File: config.mk
export PLATFORM = sky130hd
export DESIGN_NAME = mem_access_ctrl
export DESIGN_NICKNAME = d
export VERILOG_FILES = /design/src/rtl/mem_access_pkg.sv /design/src/rtl/mem_lane_unit.sv /design/src/rtl/mem_access_ctrl.sv
export SDC_FILE = /design/constraint.sdc
export NUM_CORES = 1
export LEC_CHECK = 0
export ABC_AREA = 1
export BUFFER_PORTS_ARGS = -buffer_cell sky130_fd_sc_hd__buf_2
export CAP_MARGIN = 25
export CORE_ASPECT_RATIO = 0.9
export CORE_UTILIZATION = 35
export CTS_CLUSTER_DIAMETER = 80
export DETAILED_ROUTE_END_ITERATION = 10
export GPL_TIMING_DRIVEN = 0
export PLACE_DENSITY = 0.6
export SLEW_MARGIN = 20
export SYNTH_ARGS = -nofsm -noshare
export SYNTH_HDL_FRONTEND = slang
export SYNTH_SLANG_ARGS = --single-unit
File: constraint.sdc
create_clock -name i_clk -period 1.8 [get_ports i_clk]
set_input_delay 0.27 -clock i_clk [delete_from_list [all_inputs] [get_ports i_clk]]
set_output_delay 0.27 -clock i_clk [all_outputs]
set_load 0.01 [all_outputs]
File: src/rtl/mem_access_pkg.sv
// Shared encodings for the MEM-stage data memory access controller:
// access sizes, FSM states, lane widths and the alignment rule.
package mem_access_pkg;

    localparam logic [1:0] SZ_BYTE = 2'b00;
    localparam logic [1:0] SZ_HALF = 2'b01;
    localparam logic [1:0] SZ_WORD = 2'b10;

    localparam int BYTE_W = 8;
    localparam int HALF_W = 16;

    typedef enum logic [2:0] {
        IDLE     = 3'd0,
        LD_WAIT  = 3'd1,
        LD_RESP  = 3'd2,
        RMW_WAIT = 3'd3,
        RMW_WR   = 3'd4
    } state_e;

    // Halves need an even address; words (size 10 or 11) need a 4-byte aligned one.
    function automatic logic is_misaligned(input logic [1:0] size, input logic [1:0] lane);
        logic bad;
        bad = 1'b0;
        if (size == SZ_HALF && lane[0]) bad = 1'b1;
        if (size[1] && lane != 2'b00) bad = 1'b1;
        return bad;
    endfunction

endpackage

File: src/rtl/mem_lane_unit.sv
// Combinational lane logic: extracts and sign/zero-extends a load lane from a
// memory word, and merges a sub-word store into the selected lane of a word.
module mem_lane_unit
    import mem_access_pkg::*;
#(
    parameter int B = 32
) (
    input  logic [1:0]        i_size,
    input  logic              i_unsigned,
    input  logic [1:0]        i_lane,
    input  logic [B-1:0]      i_rdata,
    input  logic [HALF_W-1:0] i_wdata,
    output logic [B-1:0]      o_ld_data,
    output logic [B-1:0]      o_st_data
);
    localparam int SHW = $clog2(B);

    logic [SHW-1:0]    sh;
    logic [BYTE_W-1:0] ld_byte;
    logic [HALF_W-1:0] ld_half;
    logic [B-1:0]      mask;
    logic [B-1:0]      ins;

    // Little-endian lane shift: lane n occupies bits [8n+7:8n].
    always_comb begin
        sh      = SHW'({i_lane, 3'b000});
        ld_byte = BYTE_W'(i_rdata >> sh);
        ld_half = HALF_W'(i_rdata >> sh);

        case (i_size)
            SZ_BYTE: o_ld_data = {{(B-BYTE_W){~i_unsigned & ld_byte[BYTE_W-1]}}, ld_byte};
            SZ_HALF: o_ld_data = {{(B-HALF_W){~i_unsigned & ld_half[HALF_W-1]}}, ld_half};
            default: o_ld_data = i_rdata;
        endcase

        // Store merge only matters for byte/half; word stores bypass this path.
        if (i_size == SZ_BYTE) begin
            mask = B'({BYTE_W{1'b1}}) << sh;
            ins  = B'(i_wdata[BYTE_W-1:0]) << sh;
        end else begin
            mask = B'({HALF_W{1'b1}}) << sh;
            ins  = B'(i_wdata) << sh;
        end
        o_st_data = (i_rdata & ~mask) | (ins & mask);
    end

endmodule

File: src/rtl/mem_access_ctrl.sv
// MEM-stage initiator for a word-only, registered-read data memory.
// Byte/half/word loads with extension, read-modify-write for sub-word stores,
// pipeline stall generation and misalignment flagging.
// Optional debug read port enabled by defining MEM_DEBUG_PORT_EN.
module mem_access_ctrl
    import mem_access_pkg::*;
#(
    parameter int B = 32,
    parameter int W = 10
) (
    input  logic         i_clk,
    input  logic         i_rst_n,
    input  logic         i_mem_read,
    input  logic         i_mem_write,
    input  logic [1:0]   i_size,
    input  logic         i_unsigned,
    input  logic [W-1:0] i_addr,
    input  logic [B-1:0] i_wdata,
    output logic [B-1:0] o_rdata,
    output logic         o_stall,
    output logic         o_misaligned,
    output logic         o_dm_read,
    output logic         o_dm_write,
    output logic [W-1:0] o_dm_addr,
    output logic [B-1:0] o_dm_wdata,
`ifdef MEM_DEBUG_PORT_EN
    input  logic         i_dbg_en,
    input  logic [W-1:0] i_dbg_addr,
    output logic [B-1:0] o_dbg_data,
`endif
    input  logic [B-1:0] i_dm_rdata
);
    state_e       state_q, state_d;
    logic [B-1:0] rdata_q, rdata_d;
    logic [B-1:0] wdata_q, wdata_d;
    logic [W-1:0] addr_q, addr_d;
    logic [B-1:0] ld_data, st_data;
    logic         req_any, bad_align;
    logic [W-1:0] req_addr;
`ifdef MEM_DEBUG_PORT_EN
    logic         dbg_pend_q, dbg_pend_d;
    logic [B-1:0] dbg_data_q, dbg_data_d;
    assign o_dbg_data = dbg_data_q;
`endif

    assign req_any   = i_mem_read | i_mem_write;
    assign bad_align = is_misaligned(i_size, i_addr[1:0]);
    assign req_addr  = {i_addr[W-1:2], 2'b00};
    assign o_rdata   = rdata_q;

    mem_lane_unit #(.B(B)) u_lane (
        .i_size     (i_size),
        .i_unsigned (i_unsigned),
        .i_lane     (i_addr[1:0]),
        .i_rdata    (i_dm_rdata),
        .i_wdata    (i_wdata[HALF_W-1:0]),
        .o_ld_data  (ld_data),
        .o_st_data  (st_data)
    );

    // Next state and memory handshake; IDLE issues in the same cycle so the
    // pipeline sees the stall before it advances past the request.
    always_comb begin
        state_d      = state_q;
        rdata_d      = rdata_q;
        wdata_d      = wdata_q;
        addr_d       = addr_q;
        o_stall      = 1'b0;
        o_misaligned = 1'b0;
        o_dm_read    = 1'b0;
        o_dm_write   = 1'b0;
        o_dm_addr    = addr_q;
        o_dm_wdata   = wdata_q;
`ifdef MEM_DEBUG_PORT_EN
        dbg_pend_d   = 1'b0;
        dbg_data_d   = dbg_pend_q ? i_dm_rdata : dbg_data_q;
`endif
        case (state_q)
            IDLE: begin
                if (req_any) begin
                    if (bad_align) begin
                        o_misaligned = 1'b1;
                    end else begin
                        o_dm_addr = req_addr;
                        addr_d    = req_addr;
                        if (i_mem_write && i_size[1]) begin
                            o_dm_write = 1'b1;
                            o_dm_wdata = i_wdata;
                            wdata_d    = i_wdata;
                        end else begin
                            o_dm_read = 1'b1;
                            o_stall   = 1'b1;
                            state_d   = i_mem_write ? RMW_WAIT : LD_WAIT;
                        end
                    end
                end
`ifdef MEM_DEBUG_PORT_EN
                else if (i_dbg_en) begin
                    o_dm_read  = 1'b1;
                    o_dm_addr  = {i_dbg_addr[W-1:2], 2'b00};
                    addr_d     = {i_dbg_addr[W-1:2], 2'b00};
                    dbg_pend_d = 1'b1;
                end
`endif
            end
            LD_WAIT: begin
                o_stall = 1'b1;
                rdata_d = ld_data;
                state_d = LD_RESP;
            end
            LD_RESP: begin
                state_d = IDLE;
            end
            RMW_WAIT: begin
                o_stall = 1'b1;
                wdata_d = st_data;
                state_d = RMW_WR;
            end
            RMW_WR: begin
                o_dm_write = 1'b1;
                state_d    = IDLE;
            end
            default: state_d = IDLE;
        endcase
        // A reset cycle must never issue an access or hold the pipeline.
        if (!i_rst_n) begin
            o_stall      = 1'b0;
            o_misaligned = 1'b0;
            o_dm_read    = 1'b0;
            o_dm_write   = 1'b0;
            o_dm_addr    = '0;
            o_dm_wdata   = '0;
        end
    end

    // State and datapath registers with synchronous reset (drops any partial RMW word).
    always_ff @(posedge i_clk) begin
        if (!i_rst_n) begin
            state_q    <= IDLE;
            rdata_q    <= '0;
            wdata_q    <= '0;
            addr_q     <= '0;
`ifdef MEM_DEBUG_PORT_EN
            dbg_pend_q <= 1'b0;
            dbg_data_q <= '0;
`endif
        end else begin
            state_q    <= state_d;
            rdata_q    <= rdata_d;
            wdata_q    <= wdata_d;
            addr_q     <= addr_d;
`ifdef MEM_DEBUG_PORT_EN
            dbg_pend_q <= dbg_pend_d;
            dbg_data_q <= dbg_data_d;
`endif
        end
    end

endmodule
Yosys cells after proc, flatten, opt, wreduce, memory -nomap -nowiden
Cells that the tools add are included.
- eq/ne operators: 7
- shift operators: 5
- muxes and demuxes: 36
- bitwise gates (word level): 8
- reductions and logical operators: 9
- operator list (cell ; count):
    $mux 32 ; 7
    $pmux 32 s2 ; 2
    $and 32x32->32 ; 2
    $mux 10 ; 4
    $not 32->32 ; 1
    $or 32x32->32 ; 1
    $shl 16x5->32 ; 1
    $shl 16x5->32 const A ; 1
    $shl 8x5->32 ; 1
    $shl 8x5->32 const A ; 1
    $shr 32x5->16 ; 1
    $mux 1 ; 16
    $mux 3 ; 3
    $pmux 3 s3 ; 1
    $ne 2x2->1 const B ; 3
    $pmux 1 s2 ; 2
    $reduce_bool 2->1 ; 2
    $eq 3x1->1 const B ; 1
    $eq 3x2->1 const B ; 1
    $eq 3x3->1 const B ; 1
    $logic_and 1x1->1 ; 3
    $logic_not 3->1 ; 1
    $reduce_and 3->1 ; 1
    $and 1x1->1 ; 2
    6 further kinds ; 6
- flip-flop bits (word level): 77
- logic and storage cells: 69

Depth between registers and ports, before layout
Gate-level depths: netlist of the first run.
- word-level depth: 8
- depth in mapped cells: 11
- depth with buffers taken out: 9

By module
Synthesis of the first run repeated with hierarchy kept, for this count alone.
- cell total of the unflattened synthesis: 879
- area total of the unflattened synthesis: 5218.8 µm²
- modules (own cells, without submodules) (module ; times used ; cells each ; area each (µm²) ; sequential area each (µm²)):
    mem_access_ctrl ; 1 ; 594 ; 3819.9 ; 1541.5
    mem_lane_unit ; 1 ; 285 ; 1398.8 ; 0.0

Worst setup path after synthesis of the first run
OpenSTA, ideal clock, no wires.
- path kind: reg2out
- start point: register state_q[0]
- end point: output port o_dm_addr[8]
- arrival: 1.275 ns
- slack: 0.255 ns
- cell stages (with the launch flop): 9
- buffers on the path: 1
- path through: dfxtp_1 > nor2_2 > nand2_2 > inv_2 > nand3_4 > buf_4 > nand2_1 > nand2_1 > nor2_1
- word-level cells in the longest chain between the ends: 3
- ends and longest elaborated chain (element ; RTL line ; text):
    start: declaration ; mem_access_ctrl.sv:33 ; state_e state_q, state_d;
    start signal: assignment ; mem_access_ctrl.sv:148 ; state_q <= state_d;
    $logic_not 3->1 ; mem_access_ctrl.sv:78 ; case (state_q)
    $mux 10 ; -- ;
    $mux 10 ; mem_access_ctrl.sv:126 ; if (!i_rst_n) begin
    end: declaration ; mem_access_ctrl.sv:24 ; output logic [W-1:0] o_dm_addr,
Every way passes these cells.

Worst setup path after layout of the first run
- start point: register state_q[0]
- end point: output port o_dm_addr[7]
Same word-level chain as after synthesis.

==> results of run 1 <==
==> cell type report <==
class | count | area (um2) | area share, %
multi-input cells | 711 | 3498 | 45.76
inverters | 139 | 546.8 | 7.152
flip-flops and latches | 77 | 1550 | 20.28
clock buffers | 10 | 229.0 | 2.995
clock inverters | 6 | 63.81 | 0.8347
repair buffers | 193 | 1107 | 14.48
well taps | 202 | 252.7 | 3.306
plain buffers | 54 | 396.6 | 5.188
==> layout by cell type, fill, tap and decap left out, types with 2 or more instances in the layout <==
master,Yosys,routed
nand2_1,312,299
buf_2,22,178
inv_1,133,130
nand3_1,130,124
nor2_1,100,81
dfxtp_1,77,74
a21oi_1,86,69
buf_4,7,35
o21a_1,23,23
o21ai_0,24,21
nor2_2,2,16
a21oi_2,0,15
nand2_2,6,14
buf_6,8,13
clkbuf_1,13,12
clkbuf_16,0,10
nand3_2,4,9
nand2_4,3,8
nor2_4,1,6
clkinvlp_4,0,4
o211ai_2,4,4
o211ai_1,4,4
inv_2,4,3
clkbuf_2,0,3
buf_12,0,3
o21ai_1,2,3
o21ai_2,1,3
buf_8,0,2
inv_4,0,2
or2_2,2,2
nand3_4,1,2
a21oi_4,0,2
a31oi_1,2,2
clkinv_2,0,2
dfxtp_4,0,2
==> synthesized netlist by cell type, drive strengths merged <==
cell / count / area (um2)
nor3b: 1 / 7.510
nor2: 104 / 419.2
inv: 137 / 514.2
clkinv: 2 / 7.510
nand2: 321 / 1242
o211ai: 8 / 80.08
o221ai: 1 / 8.760
a31oi: 2 / 12.51
o21a: 23 / 172.7
a21oi: 86 / 430.4
clkbuf: 13 / 48.80
nand3: 135 / 708.2
buf: 41 / 267.8
or2: 2 / 12.51
o21ai: 27 / 138.9
nor2b: 1 / 6.260
dfxtp: 77 / 1541
==> sequential cells by signal, indices dropped and copies added, names as in the netlist <==
register / flops
wdata_q: 32
state_q: 3
addr_q: 10
o_rdata: 32
==> how the worst max path moves through the flow <==
| stage | cells past startpoint | slack [ps] | endpoint |
|---|---|---|---|
| 2_1_floorplan | 8 | 260 | o_dm_addr[8] |
| 3_3_place_gp | 6 | -340 | o_dm_wdata[7] |
| 3_5_place_dp | 6 | -340 | o_dm_wdata[7] |
| 4_1_cts | 9 | -100 | o_dm_addr[8] |
| 5_1_grt | 9 | -220 | o_dm_addr[4] |
| 6_report | 9 | -140 | o_dm_addr[7] |
==> cell families (layout without fill, tap and decap cells) <==
group	count (synthesis)	count (layout)	synth area share, %
and+or+nand+nor	564	564	42.64
DFF	77	77	27.43
buffers and inverters	193	402	14.92
AOI/OAI and AO/OA	147	147	15.01
==> routing by layer <==
metal / track usage, % / vias to the layer above / wire (um)
met5: 0 / - / 10
met4: 6.812 / 2 / 355
met3: 6.117 / 35 / 1880
met2: 39.54 / 270 / 9508
met1: 36.20 / 3099 / 9717
li1: - / 3483 / -
==> worst max-delay path, cell delays in order (launching register included) <==
cell and delay [ps]:
dfxtp_4 360, nor2_4 130, nand2_4 90, clkinv_8 90, nand3_4 100, buf_6 150
nand2_2 40, nand2_1 60, nor2_2 140, buf_2 140
==> repair_timing <==
action | CTS | global route
cloned | 2 | 1
pin swaps | 9 | 12
resized for setup | 57 | 62
endpoints found under the setup margin | 46 | 50
buffers inserted | 22 | 10
==> power groups by stage <==
stage | sequential, mW | clock (mW) | combinational, mW
floorplan | 1.97 | 0 | 0.927
CTS | 1.92 | 1.88 | 1.66
global placement | 1.96 | 0 | 1.48
detailed placement | 1.96 | 0 | 1.49
finish | 1.93 | 1.85 | 1.82
global route | 1.94 | 1.96 | 2.00
==> impl_metrics.env, run 1 <==
export IMPL_outcome="finished, violations left"
export IMPL_failing_checks="negative setup slack"
export IMPL_min_period_ps=1938
export IMPL_floorplan_initialDensity_pct=36.14
export IMPL_diodes=0
export IMPL_finalMaxSlewViolations=0
export IMPL_post_place_cells=1341
export IMPL_route_detailed_drc=0
export IMPL_hpwlAfterDp_um=16030
export IMPL_cts_sinks=77
export IMPL_total_switching_power_mw=1.945
export IMPL_rrSetupSlack_ps=90
export IMPL_worst_slew_pin_slew_ps=812.8
export IMPL_postSynthAreaPerCell_um2=5.728
export IMPL_antenna_found_initial=1
export IMPL_viasPerCell=4.949
export IMPL_number_of_rows_created_at_floorplan=43
export IMPL_synthesized_area_um2=5619
export IMPL_first_global_vias=6155
export IMPL_drtIter0Drc=484
export IMPL_r2r_cells=7
export IMPL_regToRegStartpoint="state_q[1]"
export IMPL_netlist_instances=981
export IMPL_hold_violations=0
export IMPL_min_delay_start="i_addr[2]"
export IMPL_route_antenna_remaining_nets=0
export IMPL_total_global_route_track_usage_pct=25.91
export IMPL_power_share_clock_pct=33.0
export IMPL_synth_warning_count=0
export IMPL_core_area_um2=15550
export IMPL_numPortBuffers=158
export IMPL_cts_hold_buf=0
export IMPL_worst_path_max_fanout=8
export IMPL_worstSetupStartpointType="flip-flop"
export IMPL_report_final_setup_viol=42
export IMPL_num_vias=6889
export IMPL_dpl_instance_area_um2=6663
export IMPL_critPathArrivalTime_ps=1670
export IMPL_preCtsSetupSlack_ps=-339.4
export IMPL_final_cell_area_um2=7645
export IMPL_synth_net_count=1062
export IMPL_layout_worst_path_cycle_share_pct=107.7
export IMPL_synthesized_flop_and_latch_total=77
export IMPL_final_setup_tns_ps=-2109
export IMPL_cts_buffers=9
export IMPL_internal_power_mw=3.649
export IMPL_cp_data_required_time_ps=1530
export IMPL_cp_startpoint="state_q[0]"
export IMPL_combinationalPowerShare_pct=32.6
export IMPL_max_clock_path_buffers=2
export IMPL_crit_path_end_kind="output port"
export IMPL_post_route_cells_drive_above_1_share_pct=28.99
export IMPL_hold_path_endpoint="addr_q[2]"
export IMPL_crit_type="reg2out"
export IMPL_wire_per_inst_um=15.43
export IMPL_final_cell_count_no_fill=1392
export IMPL_tritoncts="done"
export IMPL_die_height_um=122.2
export IMPL_detail_route_wirelength_um=21470
export IMPL_vdd_ir_drop_worst_mv=0.5154
export IMPL_maxSlewHeadroom_pct=45.82
export IMPL_clkLatencyLatePin_ps=360
export IMPL_first_pass_grt_wire_length_um=32390
export IMPL_synth_lib_cells_used_distinct=31
export IMPL_syn_to_final_growth_pct=36.05
export IMPL_num_nets_final=1266
export IMPL_die_footprint_um2=16570
export IMPL_final_fill_count=1662
export IMPL_fp_dieW_um=135.6
export IMPL_pin_count=159
export IMPL_worst_hold_slack_ps=188.4
export IMPL_min_path_type="in2reg"
export IMPL_clock_fmax_mhz=515.9
export IMPL_finalCoreUtilization_pct=49.17
export IMPL_p_sw_share_pct=34.77
export IMPL_power_static_leakage_nw=4.245
export IMPL_ys_seq_area_share_pct=27.43
export IMPL_clk_pin_slew_worst_paths_ps=60
export IMPL_overflow=0
export IMPL_layout_setup_ws_ps=-138.3
export IMPL_share_seq_of_total_power_pct=34.4
export IMPL_first_pass_iters=5
export IMPL_power_density_nw_per_um2=731.7
export IMPL_cts_root_buf="clkbuf_16"
export IMPL_place_gp_congestion=0.9184
export IMPL_htree_num_levels=3
export IMPL_grt_start_max_net_pins=14
export IMPL_drv_cap=0
export IMPL_holdPathStages=3
export IMPL_rsz0062_at_grt="yes"
export IMPL_overall_power_after_layout_mw=5.594
export IMPL_regToRegEndpoint="wdata_q[30]"
export IMPL_fin_skew_ps=7.611
Power figures use the tool's default switching activity.
==> inputs of run 2 (changes only) <==
--- a/config.mk
+++ b/config.mk
@@ -9,11 +9,11 @@
 export BUFFER_PORTS_ARGS = -buffer_cell sky130_fd_sc_hd__buf_2
 export CAP_MARGIN = 25
 export CORE_ASPECT_RATIO = 0.9
-export CORE_UTILIZATION = 35
+export CORE_UTILIZATION = 39
 export CTS_CLUSTER_DIAMETER = 80
 export DETAILED_ROUTE_END_ITERATION = 10
 export GPL_TIMING_DRIVEN = 0
-export PLACE_DENSITY = 0.6
+export PLACE_DENSITY = 0.66
 export SLEW_MARGIN = 20
 export SYNTH_ARGS = -nofsm -noshare
 export SYNTH_HDL_FRONTEND = slang
==> run 2 against run 1 <==
Effect of this change:
- the flow still finishes with violations (negative setup slack)
- flip-flop and latch count did not move
- via count rose by 2.3%
- utilization rose by 4.7 points
- critical path depth fell by 2
- critical path type unchanged
- largest power group unchanged
==> impl_metrics.env, run 2 (synthesis results as in run 1) <==
export IMPL_outcome="finished, violations left"
export IMPL_failing_checks="negative setup slack"
export IMPL_die_height_um=115.9
export IMPL_numPortBuffers=158
export IMPL_first_pass_iters=5
export IMPL_path_cells="nor2_4 -> nand2_4 -> clkinv_8 -> nand2_1 -> buf_6 -> nor3b_1 -> buf_2"
export IMPL_cts_hold_buf=0
export IMPL_most_common_layout_cells="nand2_1, buf_2, inv_1, nand3_1, nor2_1"
export IMPL_crit_path_max_incr_delay_ps=350
export IMPL_overall_power_after_layout_mw=5.594
export IMPL_post_place_cells=1332
export IMPL_cts_buffers=9
export IMPL_drv_cap=0
export IMPL_post_route_cells_drive_above_1_share_pct=27.87
export IMPL_antenna_found_initial=0
export IMPL_crit_type="reg2out"
export IMPL_layout_worst_path_cycle_share_pct=106.3
export IMPL_grt_start_max_net_pins=15
export IMPL_clk_pin_slew_worst_paths_ps=60
export IMPL_min_path_type="in2reg"
export IMPL_maxSlewHeadroom_pct=44.52
export IMPL_max_clock_path_buffers=2
export IMPL_floorplan_initialDensity_pct=39.98
export IMPL_clkLatencyLatePin_ps=360
export IMPL_fin_skew_ps=10.15
export IMPL_overflow=0
export IMPL_worst_hold_slack_ps=169.8
export IMPL_cp_data_required_time_ps=1530
export IMPL_hold_violations=0
export IMPL_place_gp_congestion=0.9253
export IMPL_route_antenna_remaining_nets=0
export IMPL_power_density_nw_per_um2=738.7
export IMPL_num_vias=7046
export IMPL_preCtsSetupSlack_ps=-250.0
export IMPL_layout_setup_ws_ps=-113.8
export IMPL_hpwlAfterDp_um=15340
export IMPL_min_period_ps=1914
export IMPL_first_global_vias=6039
export IMPL_syn_to_final_growth_pct=34.76
export IMPL_fp_dieW_um=128.5
export IMPL_clock_fmax_mhz=522.5
export IMPL_die_footprint_um2=14890
export IMPL_viasPerCell=5.117
export IMPL_crit_path_top_delay_cell="dfxtp_4"
export IMPL_worst_path_max_fanout=10
export IMPL_report_final_setup_viol=40
export IMPL_core_area_um2=14060
export IMPL_crit_path_end_kind="output port"
export IMPL_power_static_leakage_nw=4.209
export IMPL_final_cell_count_no_fill=1377
export IMPL_diodes=0
export IMPL_worst_slew_pin_slew_ps=832.2
export IMPL_vdd_ir_drop_worst_mv=0.5139
export IMPL_tritoncts="done"
export IMPL_htree_num_levels=3
export IMPL_finalMaxSlewViolations=0
export IMPL_total_global_route_track_usage_pct=27.53
export IMPL_pin_count=159
export IMPL_detail_route_wirelength_um=20990
export IMPL_first_pass_grt_wire_length_um=31240
export IMPL_cts_root_buf="clkbuf_16"
export IMPL_worstSetupStartpointType="flip-flop"
export IMPL_layout_commonest_cell="nand2_1"
export IMPL_wire_per_inst_um=15.25
export IMPL_number_of_rows_created_at_floorplan=41
export IMPL_cts_sinks=77
export IMPL_route_detailed_drc=0
export IMPL_rsz0062_at_grt="yes"
export IMPL_critPathArrivalTime_ps=1640
export IMPL_drtIter0Drc=696
export IMPL_final_setup_tns_ps=-1817
export IMPL_num_nets_final=1260
[run 2: final timing paths]
path	start	endpoint	slack, ps	cells past startpoint
min reg2reg	addr_q[0]	addr_q[0]	420	2
max reg2reg	state_q[1]	wdata_q[12]	110	7
max	state_q[0]	o_misaligned	-110	7
min	i_addr[7]	addr_q[7]	170	3
[run 2: where the power goes]
| part | switching [mW] | internal, mW |
|---|---|---|
| clock network | 0.801 | 1.08 |
| registers | 0.0757 | 1.85 |
| logic | 1.08 | 0.708 |
| total | 1.96 | 3.63 |
[run 2: cell type report]
cell class                      instances  area [um2]
Inverter                              139       545.5
Buffer                                 54       394.1
Clock inverter                          7       72.57
Sequential cell                        77        1550
Tap cell                              193       241.5
Timing Repair Buffer                  186        1064
Multi-Input combinational cell        712        3480
Fill cell                            1496        6484
Clock buffer                            9       225.2
[run 2: routing by layer]
layer / track usage [%] / wire length [um] / part of all wire, %
met1: 38.06 / 9193 / 44
met2: 43.50 / 9385 / 45
met3: 4.017 / 1967 / 9.4
met4: 10.12 / 447 / 2.1
met5: 0 / 0 / 0
[run 2: worst max-delay path, delay by kind of cell (launching register included)]
family,cells,cell delay (ps)
buffers and inverters,3,440
and+or+nand+nor,4,490
DFF,1,350
[run 2: per-stage QoR]
| step | util [%] | instance area (um2) |
|---|---|---|
| floorplan | - | 5619 |
| CTS | 51.39 | 7223 |
| global route | 53.87 | 7572 |
| global placement | 47.32 | 6651 |
| finish | 53.87 | 7572 |
| detailed placement | 47.32 | 6651 |
[run 2: repair_timing]
item                                    in CTS  in global routing
endpoints found under the setup margin      46                 45
pin swaps                                    7                 11
gates resized for setup                     47                 64
cloned                                       2                  2
setup buffers                               15                 10
endpoints found under the hold margin        0                  0
